`config.mk`:
```
export PLATFORM = sky130hd
export DESIGN_NAME = regfile_param
export DESIGN_NICKNAME = d
export VERILOG_FILES = /design/src/rtl/regfile_param.sv
export SDC_FILE = /design/constraint.sdc
export NUM_CORES = 2
export LEC_CHECK = 0
export BUFFER_PORTS_ARGS = -buffer_cell sky130_fd_sc_hd__buf_2
export CORE_ASPECT_RATIO = 1.25
export CORE_MARGIN = 8
export CORE_UTILIZATION = 68
export CTS_CLUSTER_DIAMETER = 60
export CTS_CLUSTER_SIZE = 24
export DETAILED_ROUTE_END_ITERATION = 10
export GPL_ROUTABILITY_DRIVEN = 0
export PLACE_DENSITY_LB_ADDON = 0.15
export SYNTH_ARGS = -nofsm -noshare
export SYNTH_HDL_FRONTEND = slang
export SYNTH_SLANG_ARGS = --single-unit
```
`constraint.sdc`:
```
create_clock -name clk -period 14.9 [get_ports clk]
set_input_delay 1.49 -clock clk [delete_from_list [all_inputs] [get_ports clk]]
set_output_delay 1.49 -clock clk [all_outputs]
set_load 0.05 [all_outputs]
```
`src/rtl/regfile_param.sv`:
```
// Parametrised multi-port register file with self-clearing init sweep.
// Ports: clk, rst_n (sync, active-low), RegWrite/WriteRegister/WriteData
//   write port, ReadRegister/ReadData packed read ports, clear_req
//   re-zero request, init_busy sweep status, wr_dropped discarded-write pulse.
module regfile_param #(
   parameter int DATA_W   = 64,
   parameter int ADDR_W   = 5,
   parameter int NUM_READ = 2,
   parameter int ZERO_EN  = 1,
   parameter int ZERO_IDX = 31,
   parameter int BYPASS   = 1
) (
   input  logic                         clk,
   input  logic                         rst_n,
   input  logic                         RegWrite,
   input  logic [ADDR_W-1:0]            WriteRegister,
   input  logic [DATA_W-1:0]            WriteData,
   input  logic [NUM_READ*ADDR_W-1:0]   ReadRegister,
   output logic [NUM_READ*DATA_W-1:0]   ReadData,
   input  logic                         clear_req,
   output logic                         init_busy,
   output logic                         wr_dropped
);

   localparam int DEPTH = 1 << ADDR_W;

   typedef enum logic {
      ST_INIT,
      ST_RUN
   } state_t;

   state_t              r_state;
   state_t              w_state_nxt;
   logic [ADDR_W-1:0]   r_cnt;
   logic [ADDR_W-1:0]   w_cnt_nxt;
   logic                r_wr_dropped;
   logic                w_dropped_nxt;
   logic                w_wr_en;
   logic                w_zero_wr;
   logic [DATA_W-1:0]   r_mem [DEPTH];

   // Writes aimed at the hardwired-zero slot vanish without a drop flag.
   assign w_zero_wr = (ZERO_EN != 0) &&
                      (WriteRegister == ADDR_W'(ZERO_IDX));

   always_comb begin
      w_state_nxt   = r_state;
      w_cnt_nxt     = r_cnt;
      w_dropped_nxt = 1'b0;
      w_wr_en       = 1'b0;
      unique case (r_state)
         ST_INIT: begin
            w_cnt_nxt     = r_cnt + 1'b1;
            w_dropped_nxt = RegWrite && !w_zero_wr;
            if (r_cnt == ADDR_W'(DEPTH - 1)) begin
               w_state_nxt = ST_RUN;
               w_cnt_nxt   = '0;
            end
         end
         ST_RUN: begin
            if (clear_req) begin
               w_state_nxt   = ST_INIT;
               w_cnt_nxt     = '0;
               w_dropped_nxt = RegWrite && !w_zero_wr;
            end else begin
               w_wr_en = RegWrite && !w_zero_wr;
            end
         end
         default: begin
            w_state_nxt = ST_INIT;
            w_cnt_nxt   = '0;
         end
      endcase
   end

   always_ff @(posedge clk) begin
      if (!rst_n) begin
         r_state      <= ST_INIT;
         r_cnt        <= '0;
         r_wr_dropped <= 1'b0;
      end else begin
         r_state      <= w_state_nxt;
         r_cnt        <= w_cnt_nxt;
         r_wr_dropped <= w_dropped_nxt;
      end
   end

   // Storage is left alone during reset; the sweep zeroes it afterwards.
   always_ff @(posedge clk) begin
      if (rst_n) begin
         if (r_state == ST_INIT) begin
            r_mem[r_cnt] <= '0;
         end else if (w_wr_en) begin
            r_mem[WriteRegister] <= WriteData;
         end
      end
   end

   assign init_busy  = (r_state == ST_INIT);
   assign wr_dropped = r_wr_dropped;

   for (genvar p = 0; p < NUM_READ; p++) begin : g_rd
      logic [ADDR_W-1:0] w_ra;
      logic [DATA_W-1:0] w_rd;

      assign w_ra = ReadRegister[p*ADDR_W +: ADDR_W];

      always_comb begin
         w_rd = r_mem[w_ra];
         if (r_state == ST_INIT) begin
            w_rd = '0;
         end else if ((ZERO_EN != 0) && (w_ra == ADDR_W'(ZERO_IDX))) begin
            w_rd = '0;
         end else if ((BYPASS != 0) && RegWrite && !clear_req &&
                      (WriteRegister == w_ra)) begin
            w_rd = WriteData;
         end
      end

      assign ReadData[p*DATA_W +: DATA_W] = w_rd;
   end

endmodule

```
==> qor.yml <==
timing:
  period_minus_slack_ns: 7.70
  max_freq_ghz: 0.130
  hold_viol_final: 0
  finalCritPeriodShare: 0.517
  worstMarginPinSlew_ns: 1.30
  skew_ns: 0.0341
  slew_headroom: 0.130
  grt_setup_unrepaired: "no"
  final_max_slew_viol_count: 0
  setup_viol: 0
  fin_setup_tns_ns: 0
cts:
  cts_resized: 0
  clock_latency_ns: 0.81
  postCtsSetupBuffers: 0
  tritoncts: "done"
  clockBufferDepth: 3
  cts_buffers: 130
  h-tree-depth: 4
  cts_root_buf: "clkbuf_16"
  clk_pin_slew_ns: 0.09
  holdBufCountCts: 0
  cts_sinks: 2055
logic_synthesis:
  ys_warn_count: 0
  syn_area_per_cell_um2: 20.5
  netlist_instances: 4708
  synth_flop_cell: "edfxtp_1"
  synth_edf_count: 2048
  syn_area_mm2: 0.0965
  ys_seq_area_frac: 0.639
  postSynth.asyncResetShare: 0
  synth_cell_type_count: 50
  ys_seq_elements: 2055
  syn_nets: 4793
worst_setup_path:
  r2r_setup_slack_ns: 9.18
  crit_fanout: 56
  cp.required_ns: 13.41
  ff2ff_path_depth: 7
  timing.rr.start: "r_state"
  startpoint: "ReadRegister[5]"
  timing.rr.end: "r_mem[0][29]"
  cp-end-kind: "output port"
  arrival_ns: 6.21
  crit_end: "ReadData[101]"
  path_class: "input pin to output port"
  start_kind: "input pin"
floorplan:
  fp-row-count: 154
  coreArea_mm2: 0.141
  dieArea_mm2: 0.154
  die_h_um: 437
  start_util: 0.685
  ioPinCount: 213
  die_x_um: 353
drt:
  drt-pass1-iter-count: 6
  drc_errors: 0
  post_drt_wl_per_cell_um: 40.7
  vias: 54826
  vias_per_cell: 8.09
  ant_nets: 0
  wl_mm: 275
  drtIter0Drc: 8396
layout:
  fin_area_mm2: 0.104
  fin_nets: 4882
  layout-drive-gt1-share: 0.371
  area_delta_synth_final_pct: 7.73
  fillers: 7868
  layout_common_cells: "2048 x edfxtp_1, 1081 x mux4_2, 267 x mux2i_1, 205 x buf_2, 134 x clkbuf_16"
  final_common_cell: "edfxtp_1"
global_route:
  antenna_found_initial: 7
  first_global_vias: 55682
  globalRouteOverflowTotal: 0
  grt_max_degree: 113
  grt_use_total: 0.355
  grt_pass1_wl_mm: 391
placement:
  dpl_cell_area_mm2: 0.0996
  dp_hpwl_mm: 145
  portBuffers: 212
power:
  powerDensity_mw_per_mm2: 105
  leakagePower_uw: 0.0276
  ir_drop_uv: 125
  finalPower_uw: 10900
min_path:
  min_path_type: "flip-flop to flip-flop"
run_status:
  status: "finished clean"
flow_run:
  drv_cap: 0
layout make-up:
cell class / count / area (um^2) / share of cell area
Clock buffer: 143 / 3390 / 0.0326
Antenna cell: 6 / 15.0 / 0.000144
Clock inverter: 87 / 957 / 0.00921
Multi-Input combinational cell: 2262 / 33400 / 0.321
Inverter: 8 / 37.5 / 0.000361
Tap cell: 1872 / 2340 / 0.0225
Timing Repair Buffer: 340 / 2150 / 0.0207
Sequential cell: 2055 / 61600 / 0.593
power by group:
| group | internal [uW] | switching [uW] |
|---|---|---|
| sequential | 6300 | 19.2 |
| clock | 1870 | 2020 |
| combinational | 262 | 382 |
layer usage:
metal / GRT usage / part of all wire / vias up
met5: 0 / 0.000047 / -
met3: 0.0783 / 0.13 / 878
met4: 0.171 / 0.057 / 2
met2: 0.579 / 0.49 / 4585
li1: - / - / 20608
met1: 0.460 / 0.32 / 28753
worst max-delay path, cell delays in order:
cell and delay (ns):
buf_8 0.50, buf_4 0.81, buf_4 0.84, buf_4 0.75
mux4_2 0.60, mux2_2 0.29, o22ai_1 0.20, nor3_1 0.11
a22o_1 0.29, buf_2 0.22
how the worst min path moves through the flow:
stage | start | to | cells after the start
2_1_floorplan | r_cnt[1] | r_cnt[3] | 2
3_3_place_gp | r_cnt[1] | r_cnt[3] | 2
3_5_place_dp | r_cnt[1] | r_cnt[3] | 2
4_1_cts | r_cnt[1] | r_cnt[3] | 2
5_1_grt | r_cnt[1] | r_cnt[3] | 2
6_report | r_cnt[1] | r_cnt[3] | 2
metrics by stage:
step / instances / worst slack (ns) / utilization / hold WS [ns]
3_5_place_dp: 6537 / 7.08 / 0.707 / 0.569
5_1_grt: 6767 / 6.84 / 0.738 / 0.604
3_3_place_gp: 6537 / 7.11 / 0.707 / 0.546
4_1_cts: 6767 / 7.06 / 0.738 / 0.573
2_1_floorplan: 4708 / 8.93 / - / 0.508
6_report: 6773 / 7.20 / 0.738 / 0.566
synthesized netlist by cell type, types with 3 or more instances:
cell type,n,area share
edfxtp_1,2048,0.64
mux4_2,1081,0.25
mux2i_1,267,0.028
clkbuf_1,183,0.0071
and2_1,126,0.0082
mux2_2,125,0.015
o22ai_1,124,0.0080
nor2_1,105,0.0041
buf_2,99,0.0051
nand2_1,80,0.0031
o21ai_0,78,0.0040
buf_1,65,0.0025
nor3_1,64,0.0033
a211oi_1,60,0.0047
a22o_1,59,0.0054
buf_4,20,0.0016
nand3_1,17,0.00088
buf_6,16,0.0019
xnor2_1,10,0.00091
dfxtp_1,7,0.0015
inv_1,7,0.00027
a31oi_1,6,0.00039
a21oi_1,5,0.00026
o221ai_1,5,0.00045
a21boi_0,4,0.00031
a221oi_1,4,0.00036
nand4_1,4,0.00026
nor2b_1,4,0.00026
nor3b_1,4,0.00031
o211ai_1,3,0.00023
registers in the layout, indices dropped and copies added (netlist names):
name        cells
r_cnt           5
r_mem        2048
r_state         1
wr_dropped      1
kinds of logic (layout without fill, tap and decap cells):
| logic type | Yosys count | in the layout | share of synthesized area |
|---|---|---|---|
| XOR/XNOR | 10 | 10 | 0.000908 |
| other | 0 | 6 | 0 |
| AND/OR/NAND/NOR | 415 | 415 | 0.0212 |
| flip-flops | 2055 | 2055 | 0.639 |
| multiplexers | 1473 | 1473 | 0.295 |
| AO/OA/AOI/OAI | 362 | 362 | 0.0253 |
| buffers and inverters | 391 | 578 | 0.0185 |
| adder cells (fa/ha/maj) | 2 | 2 | 0.000259 |
Power figures use the tool's default switching activity.
